$ cat config.mk
export PLATFORM = sky130hd
export DESIGN_NAME = lpc_post_fifo
export DESIGN_NICKNAME = d
export VERILOG_FILES = /design/src/rtl/lpc_post_fifo.sv
export SDC_FILE = /design/constraint.sdc
export NUM_CORES = 1
export LEC_CHECK = 0
export CORE_MARGIN = 5
export CORE_UTILIZATION = 45
export CTS_CLUSTER_SIZE = 14
export DETAILED_ROUTE_END_ITERATION = 8
export GPL_TIMING_DRIVEN = 0
export SLEW_MARGIN = 20
export SYNTH_ARGS = -nofsm -noshare
export SYNTH_HDL_FRONTEND = slang
export SYNTH_SLANG_ARGS = --single-unit
$ cat constraint.sdc
create_clock -name lpc_clk_l -period 2.9 [get_ports lpc_clk_l]
set_clock_uncertainty 0.1 [all_clocks]
set_input_delay 0.58 -clock lpc_clk_l [delete_from_list [all_inputs] [get_ports lpc_clk_l]]
set_output_delay 0.58 -clock lpc_clk_l [all_outputs]
set_load 0.05 [all_outputs]
$ cat src/rtl/lpc_post_fifo.sv
// lpc_post_fifo
// Snoops LPC I/O-write cycles to a contiguous window of ports starting at
// BASE_ADDR. It keeps the last byte written to each port and queues every
// captured write, tagged with its port offset, into a show-ahead FIFO.
//
// Ports:
//   lpc_clk_l   in   LPC clock; all logic on the rising edge
//   lpc_rst_l   in   synchronous active-low reset
//   lpc_frame_l in   LPC frame, active low
//   lpc_lad     in   LPC LAD bus; snooped only, never driven
//   rd_pop      in   consume FIFO head when rd_valid=1
//   ovf_clr     in   clear the sticky overflow flag
//   rd_valid    out  FIFO not empty
//   rd_data     out  FIFO head {offset, data}; holds its last value while empty
//   fifo_cnt    out  entries held, 0..DEPTH
//   overflow    out  sticky; a capture was dropped while the FIFO was full
//   lpc_hit     out  one-cycle pulse per in-range write
//   port_vals   out  last value per port; port i at [8i+7:8i]
module lpc_post_fifo #(
    parameter logic [15:0] BASE_ADDR = 16'h0080,
    parameter int unsigned NUM_PORTS = 2,
    parameter int unsigned PORT_W    = 1,
    parameter int unsigned DEPTH     = 16,
    parameter int unsigned CNT_W     = 5
) (
    input  logic                   lpc_clk_l,
    input  logic                   lpc_rst_l,
    input  logic                   lpc_frame_l,
    input  logic [3:0]             lpc_lad,
    input  logic                   rd_pop,
    input  logic                   ovf_clr,
    output logic                   rd_valid,
    output logic [PORT_W+7:0]      rd_data,
    output logic [CNT_W-1:0]       fifo_cnt,
    output logic                   overflow,
    output logic                   lpc_hit,
    output logic [8*NUM_PORTS-1:0] port_vals
);

    localparam int unsigned PTR_W = $clog2(DEPTH);

    // Reject configurations the address decode and FIFO cannot support.
    generate
        if (NUM_PORTS < 1 || NUM_PORTS > 16) begin : g_bad_num_ports
            $error("lpc_post_fifo: NUM_PORTS must be 1..16");
        end
        if (PORT_W != ((NUM_PORTS > 1) ? $clog2(NUM_PORTS) : 1)) begin : g_bad_port_w
            $error("lpc_post_fifo: PORT_W must equal clog2(NUM_PORTS), minimum 1");
        end
        if (DEPTH < 2 || (DEPTH & (DEPTH - 1)) != 0) begin : g_bad_depth
            $error("lpc_post_fifo: DEPTH must be a power of two, at least 2");
        end
        if (CNT_W != $clog2(DEPTH) + 1) begin : g_bad_cnt_w
            $error("lpc_post_fifo: CNT_W must equal clog2(DEPTH)+1");
        end
        if ((32'(BASE_ADDR) + NUM_PORTS) > 32'h0000_FFFF) begin : g_bad_range
            $error("lpc_post_fifo: BASE_ADDR+NUM_PORTS overflows the 16-bit I/O space");
        end
    endgenerate

    typedef enum logic [3:0] {
        IDLE,
        CYC,
        A3,
        A2,
        A1,
        A0,
        D0,
        D1,
        COMMIT
    } state_t;

    state_t r_state;
    state_t w_state_nxt;

    logic [15:0]            r_addr;
    logic [7:0]             r_data;
    logic                   r_hit;
    logic                   r_overflow;
    logic [8*NUM_PORTS-1:0] r_port_vals;

    logic [PORT_W+7:0]      r_mem [DEPTH];
    logic [PTR_W-1:0]       r_wptr;
    logic [PTR_W-1:0]       r_rptr;
    logic [CNT_W-1:0]       r_cnt;
    logic [PORT_W+7:0]      r_head;

    logic [15:0]            w_addr_diff;
    logic                   w_in_range;
    logic [PORT_W-1:0]      w_off;
    logic                   w_commit_hit;
    logic [PORT_W+7:0]      w_push_data;
    logic                   w_empty;
    logic                   w_full;
    logic                   w_pop;
    logic                   w_push;
    logic                   w_drop;
    logic [PTR_W-1:0]       w_rptr_nxt;

    // ------------------------------------------------------------------
    // Cycle decode FSM
    // ------------------------------------------------------------------
    always_ff @(posedge lpc_clk_l) begin
        if (!lpc_rst_l) begin
            r_state <= IDLE;
        end else begin
            r_state <= w_state_nxt;
        end
    end

    always_comb begin
        w_state_nxt = IDLE;
        if (!lpc_frame_l) begin
            // The last nibble seen with frame low is START, so aborts and
            // extended frames fall out of this single rule.
            w_state_nxt = (lpc_lad == 4'h0) ? CYC : IDLE;
        end else begin
            unique case (r_state)
                IDLE:    w_state_nxt = IDLE;
                CYC:     w_state_nxt = (lpc_lad[3:1] == 3'b001) ? A3 : IDLE;
                A3:      w_state_nxt = A2;
                A2:      w_state_nxt = A1;
                A1:      w_state_nxt = A0;
                A0:      w_state_nxt = D0;
                D0:      w_state_nxt = D1;
                D1:      w_state_nxt = COMMIT;
                COMMIT:  w_state_nxt = IDLE;
                default: w_state_nxt = IDLE;
            endcase
        end
    end

    // Address and data nibble capture; only meaningful on the path to COMMIT.
    always_ff @(posedge lpc_clk_l) begin
        if (!lpc_rst_l) begin
            r_addr <= '0;
            r_data <= '0;
        end else begin
            unique case (r_state)
                A3:      r_addr[15:12] <= lpc_lad;
                A2:      r_addr[11:8]  <= lpc_lad;
                A1:      r_addr[7:4]   <= lpc_lad;
                A0:      r_addr[3:0]   <= lpc_lad;
                D0:      r_data[3:0]   <= lpc_lad;
                D1:      r_data[7:4]   <= lpc_lad;
                default: ;
            endcase
        end
    end

    // ------------------------------------------------------------------
    // Address window decode
    // ------------------------------------------------------------------
    assign w_addr_diff  = r_addr - BASE_ADDR;
    assign w_in_range   = (r_addr >= BASE_ADDR) && (w_addr_diff < 16'(NUM_PORTS));
    assign w_off        = w_addr_diff[PORT_W-1:0];
    assign w_commit_hit = (r_state == COMMIT) && w_in_range;
    assign w_push_data  = {w_off, r_data};

    always_ff @(posedge lpc_clk_l) begin
        if (!lpc_rst_l) begin
            r_hit       <= 1'b0;
            r_port_vals <= '0;
        end else begin
            r_hit <= w_commit_hit;
            if (w_commit_hit) begin
                for (int unsigned i = 0; i < NUM_PORTS; i++) begin
                    if (w_off == PORT_W'(i)) begin
                        r_port_vals[8*i +: 8] <= r_data;
                    end
                end
            end
        end
    end

    // ------------------------------------------------------------------
    // Show-ahead FIFO
    // ------------------------------------------------------------------
    assign w_empty    = (r_cnt == '0);
    assign w_full     = (r_cnt == CNT_W'(DEPTH));
    assign w_pop      = rd_pop && !w_empty;
    // A pop in the same cycle frees the slot, so a full FIFO still accepts.
    assign w_push     = w_commit_hit && (!w_full || w_pop);
    assign w_drop     = w_commit_hit && w_full && !w_pop;
    assign w_rptr_nxt = r_rptr + PTR_W'(1);

    always_ff @(posedge lpc_clk_l) begin
        if (w_push) begin
            r_mem[r_wptr] <= w_push_data;
        end
    end

    always_ff @(posedge lpc_clk_l) begin
        if (!lpc_rst_l) begin
            r_wptr <= '0;
            r_rptr <= '0;
            r_cnt  <= '0;
        end else begin
            if (w_push) begin
                r_wptr <= r_wptr + PTR_W'(1);
            end
            if (w_pop) begin
                r_rptr <= w_rptr_nxt;
            end
            if (w_push && !w_pop) begin
                r_cnt <= r_cnt + CNT_W'(1);
            end else if (w_pop && !w_push) begin
                r_cnt <= r_cnt - CNT_W'(1);
            end
        end
    end

    // The head is registered separately so it can hold the last popped value
    // while empty instead of exposing a stale memory slot. When the incoming
    // entry is the one that becomes head, it bypasses the memory.
    always_ff @(posedge lpc_clk_l) begin
        if (!lpc_rst_l) begin
            r_head <= '0;
        end else if (w_pop) begin
            if (r_cnt > CNT_W'(1)) begin
                r_head <= r_mem[w_rptr_nxt];
            end else if (w_push) begin
                r_head <= w_push_data;
            end
        end else if (w_empty && w_push) begin
            r_head <= w_push_data;
        end
    end

    always_ff @(posedge lpc_clk_l) begin
        if (!lpc_rst_l) begin
            r_overflow <= 1'b0;
        end else if (w_drop) begin
            r_overflow <= 1'b1;
        end else if (ovf_clr) begin
            r_overflow <= 1'b0;
        end
    end

    assign rd_valid  = !w_empty;
    assign rd_data   = r_head;
    assign fifo_cnt  = r_cnt;
    assign overflow  = r_overflow;
    assign lpc_hit   = r_hit;
    assign port_vals = r_port_vals;

endmodule

* Word level (Yosys, flattened, before mapping) *
Memories as Yosys holds them, arrays and structs flattened.
Cells that the tools add are included.

storage, ports and cells
  logic and storage cells = 72
  memories kept = 1
  register bits after elaboration = 68
  memory bits (writable) = 144
  input port bits = 9

memory list
  name   words  bits a word  read ports  clocked after Yosys merged registers in  write ports  line  text
  r_mem  16     9            1           0                                        1            82    logic [PORT_W+7:0] r_mem [DEPTH];

cells by class
  multiplexer cells = 14
  reductions and logical operators = 22
  bitwise gates (word level) = 1
  equal/unequal tests = 11
  order comparisons = 3
  add/sub/neg operators = 5

operators with widths
  kind                   count
  $mux 9                 4
  $pmux 4 s7             1
  $eq 4x3->1 const B     4
  $ge 16x8->1 const B    1
  $lt 16x2->1 const B    1
  $sub 16x8->16 const B  1
  $mux 5                 2
  $logic_and 1x1->1      9
  $add 4x1->4 const B    2
  $eq 4x2->1 const B     2
  $reduce_and 2->1       3
  $reduce_bool 2->1      3
  $add 5x1->5 const B    1
  $eq 5x5->1 const B     1
  $gt 5x1->1 const B     1
  $logic_not 5->1        1
  $mux 1                 5
  $sub 5x1->5 const B    1
  $eq 4x1->1 const B     1
  $eq 4x4->1 const B     1
  $logic_not 1->1        4
  $logic_not 4->1        1
  $mux 4                 1
  $eq 3x1->1 const B     1
  other kinds (4)        4

* Depth between registers and ports, before layout *
Gate-level depths: netlist of the first run.

  depth in word-level cells = 9
  mapped depth = 15

* Least setup slack after synthesis of the first run *
OpenSTA, ideal clock, no wires.

  kind = flip-flop to flip-flop
  start = register r_cnt[0] (netlist: fifo_cnt[0])
  end = register r_head[0] (netlist: rd_data[0])
  path slack = -327 ps
  required time = 2657 ps
  stages on the path, launching flop included = 13
  buffers on the path = 2
  period minus slack after synthesis = 3227 ps
  arrival = 2983 ps
  cells stage by stage = dfxtp_1 -> inv_1 -> ha_1 -> and4b_1 -> nor3_2 -> buf_2 -> inv_1 -> ha_1 -> or3b_1 -> nor3b_2 -> a21o_1 -> buf_6 -> a211oi_2

between the ends
  cells in the longest elaborated chain, start to end = 8
  elaborated cells between the ends (all ways) = 14
  those cells by class = order compare: 1; eq/ne: 2; mux: 2; reduce/logical: 9

RTL lines
  item                                 line  text
  start, declared                      85    logic [CNT_W-1:0] r_cnt;
  start signal, assigned               206   r_cnt <= r_cnt + CNT_W'(1);
  start signal, assigned               208   r_cnt <= r_cnt - CNT_W'(1);
  $logic_not 5->1                      179   assign w_empty = (r_cnt == '0);
  $logic_not 1->1                      181   assign w_pop = rd_pop && !w_empty;
  $logic_and 1x1->1                    181
  $logic_or 1x1->1 *                   183   assign w_push = w_commit_hit && (!w_full || w_pop);
  $logic_and 1x1->1 *                  183
  named net w_push                     96    logic w_push;
  $logic_and 1x1->1                    225   end else if (w_empty && w_push) begin
  $reduce_bool 2->1 (no source line)   n/a
  $reduce_and 2->1 (no source line) *  n/a
  end signal, assigned                 221   r_head <= r_mem[w_rptr_nxt];
  end signal, assigned                 223   r_head <= w_push_data;
  end signal, assigned                 226   r_head <= w_push_data;
  end, declared                        86    logic [PORT_W+7:0] r_head;

The timed path passes the listed nets; every way through them passes the cells marked *.
A chain may end at the register's enable or synchronous reset.

* Final worst setup path of the first run *
  start = register r_addr[7]
  end = register r_head[6] (netlist: rd_data[6])

between the ends
  cells in the longest elaborated chain, start to end = 8
  elaborated cells between the ends (all ways) = 10
  those cells by class = add/sub: 1; order compare: 2; eq/ne: 1; reduce/logical: 6

RTL lines
  item                                 line  text
  start, declared                      76    logic [15:0] r_addr;
  start signal, assigned               142   A1: r_addr[7:4] <= lpc_lad;
  $sub 16x8->16                        154   assign w_addr_diff = r_addr - BASE_ADDR;
  $lt 16x2->1                          155   assign w_in_range = (r_addr >= BASE_ADDR) && (w_addr_diff < 16'(NUM_PORTS));
  $logic_and 1x1->1 *                  155
  $logic_and 1x1->1 *                  157   assign w_commit_hit = (r_state == COMMIT) && w_in_range;
  $logic_and 1x1->1 *                  183
  $logic_and 1x1->1                    225
  $reduce_bool 2->1 (no source line)   n/a
  $reduce_and 2->1 (no source line) *  n/a

Mark *: on every way between the ends. The rest lies on a longest branch, timed or not.

==> parameters.txt, run 1 <==
Parameter                              Value

Timing
  Period utilisation layout ... a little over nine tenths
  Period minus WS final ... ~2900 ps
  RSZ-0062 raised after global routing ... yes
  Accumulated negative setup slack ... 0 ps
  Worst Tran Pin Value ... just under 1000 ps
  Worst slew slack as a fraction of its limit ... between 30% and 40%
  Number of pins exceeding their max-slew limit in the final report ... 0
  Hold Violations, Final ... 0
  Post-Route Hold Slack ... around 370 ps
  Total setup violations reported at the end of the flow ... 0
  Fmax ... 349 MHz

Detailed routing
  Vias per cell ... 5.75
  Wire length per cell ... roughly 22 um
  Number of iterations in the first detailed-routing pass ... 8
  Antenna-violating nets left ... 0
  Post-detailed-routing wire length ... between 20000 and 25000 um
  # DRC ... 0
  Iter 0 DRT Violations ... ~450
  Total vias in the final route ... approximately 5300

Placed design
  Estimated wirelength of the detail-placed design ... roughly 13000 um
  Number of buffers inserted by port buffering ... 38
  Routability-driven placement congestion ratio ... approximately 0.82

Pwr
  Fraction of power spent switching nets ... around 30%
  Ratio of total power to cell area ... 793 mW/mm^2
  P_leak ... around 3.1 nW
  Clock group share of total power ... a little under a third
  Comb power frac ... between 20% and 30%
  Internal power summed over all cells ... between 5 and 6 mW
  Power share of the sequential group ... 41.2%
  Maximum vdd ir drop ... between 700 and 800 uV
  Switching power of the nets ... 2.47 mW

Global routing
  Wire length of the first global-routing pass ... ~32000 um
  Final global-route overflow total ... 0
  Overall track demand over capacity in global routing ... a little under a fifth
  Antenna violations before repair ... 0
  Via count of the first global-routing pass ... approximately 5400
  Largest net degree at the start of global routing ... 21

Synth
  Post-synth design cell area ... around 0.0088 mm^2
  Syn Inst Count ... roughly 580
  Cell taking the most area after synthesis ... sky130_fd_sc_hd__edfxtp_1
  Post-Syn Area per Cell ... around 15 um^2
  Post-synth ARST share ... 0%
  Post-synth net total ... roughly 600
  Most common cell in the synthesized netlist ... sky130_fd_sc_hd__edfxtp_1
  Area share of the leading cell type in the synthesized netlist ... between 40% and 50%
  Most instantiated cells after synthesis ... sky130_fd_sc_hd__edfxtp_1, sky130_fd_sc_hd__dfxtp_1, sky130_fd_sc_hd__nor2_1
  Yosys synthesis warning count ... 0
  EDFF count, synth ... between 100 and 150
  Synth Flop Type ... sky130_fd_sc_hd__edfxtp_1
  Sequential element share of the synthesized area ... around two thirds
  Cell types with the largest area share after synthesis ... sky130_fd_sc_hd__edfxtp_1, sky130_fd_sc_hd__dfxtp_1, sky130_fd_sc_hd__mux4_2
  Distinct cells, synth ... 55
  Total of flip-flops plus latches after synthesis ... between 200 and 250

Critical path
  Capture point of the worst reg-to-reg path ... rd_data[6]$_SDFFE_PN0P_
  Required time reported for the critical path endpoint ... between 3000 and 4000 ps
  Startpoint type of the worst setup path ... register
  WP data arrival ... 3110 ps
  FF-to-FF setup slack ... around 33 ps
  Kind of critical path ... register to register
  R2r startpoint ... r_addr[7]$_SDFFE_PN0P_
  Largest driver fanout on the critical path ... 9
  Register-to-Register Path Depth ... 11
  Kind of capture point of the worst setup path ... register

Floorplan
  Starting utilization of the core area ... approximately 45%
  Boundary Pins ... 42
  Site row count ... 51
  Width of the chip ... between 100 and 150 um
  Area inside the core boundary ... about 0.019 mm^2
  Area of the die ... 0.0224 mm^2
  Die outline height ... between 100 and 150 um

Cells and area
  Utilization after layout ... approximately 54%
  Net count of the finished layout ... 671
  Antenna diode count ... 0
  Fraction of final layout cells sized beyond drive strength 1 ... 24.2%
  Storage element area ... ~0.0057 mm^2
  Area added between synthesis and finish ... 19.0%
  Multi-input logic area ... just over 0.003 mm^2
  Number of inserted filler cells in the final layout ... 1582

Hold path
  Worst min-delay path category ... register to register
  Worst Hold Endpoint ... port_vals[14]$_SDFFE_PN0P_
  Startpoint of the tightest hold check path ... port_vals[14]$_SDFFE_PN0P_
  Min-Delay Path Depth ... 2

CTS
  TritonCTS Buffers ... 22
  Clock Sink Count ... approximately 210
  TritonCTS clock tree ... done
  Clock edge transition at the registers on the reported setup and hold paths ... 60 ps
  Clock latency on the worst-skew pair ... 500 ps
  Number of hold buffers added after cts ... 0
  Root cell of the clock tree ... sky130_fd_sc_hd__clkbuf_16
  Maximum number of buffers from clock root to sink ... 3
  CTS H-Tree Depth ... 1

Run status
  Status ... finished, final reports clean

Run
  Max-cap violation count ... 0
[power by group through the flow]
stage	Combinational [mW]	Clock (mW)	Sequential, mW
2_1_floorplan	1.18	0	3.73
3_3_place_gp	1.97	0	3.45
3_5_place_dp	2.01	0	3.46
4_1_cts	2.04	2.71	3.40
5_1_grt	2.35	2.82	3.43
6_report	2.23	2.65	3.41
[cell families (layout without fill, tap and decap cells)]
family          Yosys count  in the layout  synth area share, %
simple gates            137            137                 8.78
compound gates           81             81                 7.01
buf+inv                  47            133                 2.37
mux                      79             79                 14.4
xor+xnor                 11             11                 1.10
fa+ha+maj                11             11                 1.57
flops                   212            212                 64.8
[cell type report]
class                      count  area share, %
buffer                        33           1.58
clock buffer                  29           5.92
clock inverter                 8          0.551
inverter                      11          0.395
multi-input combinational    319           29.2
sequential                   212           54.5
tap                          265           3.17
timing repair buffer          52           4.67
[cells in the final DEF, fill, tap and decap left out, drive strengths merged, types with 6 or more instances in the layout]
cell | netlist | final
edfxtp | 144 | 144
dfxtp | 68 | 68
clkbuf | 25 | 56
nor2 | 42 | 42
clkdlybuf4s50 | 0 | 37
mux4 | 36 | 36
a21oi | 26 | 26
mux2i | 25 | 25
nand4 | 22 | 22
buf | 11 | 21
a211oi | 20 | 20
and3 | 18 | 18
o31ai | 18 | 18
mux2 | 18 | 18
nand2 | 11 | 11
ha | 11 | 11
inv | 10 | 10
a222oi | 9 | 9
clkinv | 1 | 8
xnor2 | 6 | 6
nor3 | 6 | 6
[registers in the layout (all words and copies together) (netlist names)]
name       count
lpc_hit        1
rd_data        9
fifo_cnt       5
r_wptr         4
r_rptr         4
r_mem        144
r_addr        16
port_vals     16
overflow       1
r_data         8
r_state        4
[stage by stage]
stage,power [mW],cells,worst slack [ps],area [um^2]
after floorplan,4.90,578,-46.1,8830
after global placement,5.43,881,-547,9540
after detailed placement,5.47,881,-668,9540
after CTS,8.14,922,-24.9,10300
after global routing,8.60,929,-65.8,10400
final,8.28,929,33.1,10400
[worst max-delay path, stage by stage (launching register included)]
cell                       delay, ps
sky130_fd_sc_hd__dfxtp_2         330
sky130_fd_sc_hd__or4_4           540
sky130_fd_sc_hd__or3_4           360
sky130_fd_sc_hd__nand3_4          80
sky130_fd_sc_hd__nor3_4           40
sky130_fd_sc_hd__inv_1            80
sky130_fd_sc_hd__ha_1            150
sky130_fd_sc_hd__or3b_4          390
sky130_fd_sc_hd__nor3b_4         170
sky130_fd_sc_hd__buf_6           160
sky130_fd_sc_hd__a211oi_2        260
sky130_fd_sc_hd__a211oi_2         70
[layer usage]
layer | track usage [%] | vias to the layer above | wire [um]
met1 | 25.7 | 2728 | 9170
met5 | 0 | - | 0
met4 | 6.04 | 0 | 707
met3 | 2.88 | 40 | 900
met2 | 30.1 | 148 | 9730
li1 | - | 2429 | -
[how the worst max path moves through the flow]
stage / from / to / slack [ps]
3_3_place_gp: rd_pop / rd_data[4]$_SDFFE_PN0P_ / -550
6_report: r_addr[7]$_SDFFE_PN0P_ / rd_data[6]$_SDFFE_PN0P_ / 30
5_1_grt: r_addr[7]$_SDFFE_PN0P_ / rd_data[0]$_SDFFE_PN0P_ / -70
4_1_cts: r_addr[7]$_SDFFE_PN0P_ / rd_data[3]$_SDFFE_PN0P_ / -20
3_5_place_dp: rd_pop / rd_data[1]$_SDFFE_PN0P_ / -670
2_1_floorplan: r_addr[8]$_SDFFE_PN0N_ / rd_data[0]$_SDFFE_PN0P_ / -50
[repair_timing]
item,in CTS,in global routing
setup endpoints to repair,65,85
setup buffers,6,7
cloned,1,0
gates resized for setup,16,30
pin swaps,4,8
Power figures use the tool's default switching activity.
==> run 2: changes to the inputs <==
Settings changed: RECOVER_POWER from default to 25.
==> results of run 2 <==
Final layout, timing and power as in run 1 (identical DEF).
==> run 3: changes to the inputs <==
Settings changed: CORE_MARGIN 5 to 10.
==> parameters.txt, run 3 (synthesized netlist as in run 1, its figures left out) <==
Parameter                              Value

Critical path
  Kind of capture point of the worst setup path ... register
  R2r startpoint ... r_addr[7]$_SDFFE_PN0P_
  WP data arrival ... roughly 3200 ps
  Startpoint type of the worst setup path ... register
  Largest driver fanout on the critical path ... 5
  Register-to-Register Path Depth ... 11
  Cell breakdown of the critical path ... or4_4 -> or3_4 -> nand3_4 -> nor3_4 -> inv_1 -> ha_1 -> or3b_4 -> nor3b_4 -> a21o_1 -> buf_6 -> a211oi_2
  Cell with the largest stage delay on the worst path ... sky130_fd_sc_hd__or4_4
  Required time reported for the critical path endpoint ... about 3200 ps
  Cell family contributing the most delay on the critical path ... simple AND/OR/NAND/NOR gates
  Delay of the slowest cell on the worst path ... ~550 ps
  FF-to-FF setup slack ... between 20 and 30 ps
  Capture point of the worst reg-to-reg path ... rd_data[4]$_SDFFE_PN0P_
  Count of buffering cells on the critical path with inverters included ... 2
  Kind of critical path ... register to register

Run
  Max-cap violation count ... 0

Pwr
  Fraction of power spent switching nets ... around 30%
  Switching power of the nets ... between 2 and 3 mW
  Internal power summed over all cells ... roughly 6 mW
  Clock group share of total power ... about 34%
  Comb power frac ... between 20% and 30%
  Maximum vdd ir drop ... about 620 uV
  Ratio of total power to cell area ... between 800 and 900 mW/mm^2
  P_leak ... around 3.2 nW
  Power share of the sequential group ... between 40% and 50%

Detailed routing
  Vias per cell ... 5.65
  Total vias in the final route ... about 5300
  Post-detailed-routing wire length ... 20800 um
  Iter 0 DRT Violations ... about 440
  Antenna-violating nets left ... 0
  # DRC ... 0
  Wire length per cell ... about 22 um
  Number of iterations in the first detailed-routing pass ... 6

Global routing
  Via count of the first global-routing pass ... roughly 5300
  Largest net degree at the start of global routing ... 21
  Antenna violations before repair ... 0
  Final global-route overflow total ... 0
  Overall track demand over capacity in global routing ... around 16%
  Wire length of the first global-routing pass ... roughly 32000 um

Hold path
  Min-Delay Path Depth ... 2
  Startpoint of the tightest hold check path ... overflow$_SDFFE_PN0P_
  Worst min-delay path category ... register to register
  Worst Hold Endpoint ... overflow$_SDFFE_PN0P_

Placed design
  Routability-driven placement congestion ratio ... about 0.81
  Number of placed instances, taps included ... between 800 and 900
  Estimated wirelength of the detail-placed design ... approximately 14000 um
  Number of buffers inserted by port buffering ... 38

Cells and area
  Antenna diode count ... 0
  Fraction of final layout cells sized beyond drive strength 1 ... between 20% and 30%
  Max reg flops ... roughly 140
  Net count of the finished layout ... a little under 700
  Top library cells by usage in the layout, fill and taps aside ... sky130_fd_sc_hd__edfxtp_1, sky130_fd_sc_hd__dfxtp_1, sky130_fd_sc_hd__nor2_1
  Number of inserted filler cells in the final layout ... roughly 1600
  Area added between synthesis and finish ... 20.0%
  Number of standard cells in the layout, taps in and fillers out ... between 900 and 1000
  Most flops, register ... r_mem
  Commonest non-fill, non-tap cell in the layout ... sky130_fd_sc_hd__edfxtp_1

CTS
  TritonCTS Buffers ... 23
  Root cell of the clock tree ... sky130_fd_sc_hd__clkbuf_16
  Clock latency on the worst-skew pair ... roughly 500 ps
  Maximum number of buffers from clock root to sink ... 3
  TritonCTS clock tree ... done
  CTS H-Tree Depth ... 1
  Clock Sink Count ... approximately 210
  Clock edge transition at the registers on the reported setup and hold paths ... about 60 ps

Timing
  Worst slew slack as a fraction of its limit ... ~37%
  Accumulated negative setup slack ... 0 ps
  Hold Violations, Final ... 0
  Fmax ... 348 MHz
  Worst Tran Pin Value ... ~940 ps
  Number of pins exceeding their max-slew limit in the final report ... 0
  Total setup violations reported at the end of the flow ... 0
  RSZ-0062 raised after global routing ... yes
  Period minus WS final ... 2870 ps
  Period utilisation layout ... between 90 and 100%

Floorplan
  Area of the die ... 0.0255 mm^2
  Area inside the core boundary ... roughly 0.019 mm^2
  Starting utilization of the core area ... roughly 45%
  Site row count ... just over 50
  Die outline height ... about 160 um
  Width of the chip ... about 160 um
  Boundary Pins ... between 40 and 50

Run status
  Status ... finished, final reports clean
run 3: layout make-up:
type                       count  area (um^2)  share of cell area [%]
sequential                   212         5690                    54.1
multi-input combinational    319         3030                    28.8
inverter                      11         41.3                   0.392
buffer                        33          160                    1.52
timing repair buffer          54          524                    4.98
clock inverter                17          163                    1.54
tap                          265          332                    3.15
clock buffer                  24          589                    5.60
run 3: worst min-delay path: cells and delay by family (launching register included):
kind,cells,cell delay [ps]
flops,1,310
simple gates,1,70
compound gates,1,50
run 3: worst max path at each step:
stage / start / to / slack [ps] / cells after the start
after detailed placement: rd_pop / rd_data[5]$_SDFFE_PN0P_ / -630 / 11
after CTS: r_addr[7]$_SDFFE_PN0P_ / fifo_cnt[3]$_SDFFE_PN0P_ / 6 / 11
final: r_addr[7]$_SDFFE_PN0P_ / rd_data[4]$_SDFFE_PN0P_ / 30 / 11
after floorplan: r_addr[8]$_SDFFE_PN0N_ / rd_data[0]$_SDFFE_PN0P_ / -50 / 13
after global routing: r_state[0]$_SDFF_PN0_ / rd_data[6]$_SDFFE_PN0P_ / -60 / 11
after global placement: rd_pop / rd_data[5]$_SDFFE_PN0P_ / -550 / 11
run 3: metrics by stage:
| step | hold slack [ps] | total power [mW] | setup slack (ps) | util [%] | cell area, um^2 |
|---|---|---|---|---|---|
| final | 371 | 8.45 | 29.7 | 54.5 | 10500 |
| after global routing | 403 | 8.76 | -61.9 | 54.5 | 10500 |
| after CTS | 372 | 8.33 | 5.63 | 53.8 | 10400 |
| after detailed placement | 362 | 5.45 | -633 | 49.3 | 9540 |
| after global placement | 358 | 5.42 | -553 | 49.3 | 9540 |
| after floorplan | 352 | 4.90 | -46.1 | - | 8830 |
run 3: layer usage:
| layer | up-vias | part of all wire, % | track usage (%) |
|---|---|---|---|
| met1 | 2670 | 44 | 21.4 |
| met4 | 0 | 2.0 | 4.59 |
| li1 | 2430 | - | - |
| met2 | 155 | 49 | 26.2 |
| met5 | - | 0 | 0 |
| met3 | 32 | 5.5 | 2.60 |
run 3: power groups by stage:
| stage | Clock [mW] | Sequential [mW] | Combinational [mW] |
|---|---|---|---|
| finish | 2.89 | 3.40 | 2.16 |
| detailed placement | 0 | 3.45 | 2.00 |
| global route | 3.05 | 3.42 | 2.29 |
| floorplan | 0 | 3.73 | 1.18 |
| global placement | 0 | 3.45 | 1.98 |
| CTS | 2.92 | 3.39 | 2.02 |
run 3: what timing repair did:
action,CTS,global route
cloned,1,0
buffers inserted,8,7
hold buffers,0,0
setup endpoints to repair,85,95
pin swaps,5,6
gates resized for setup,16,21
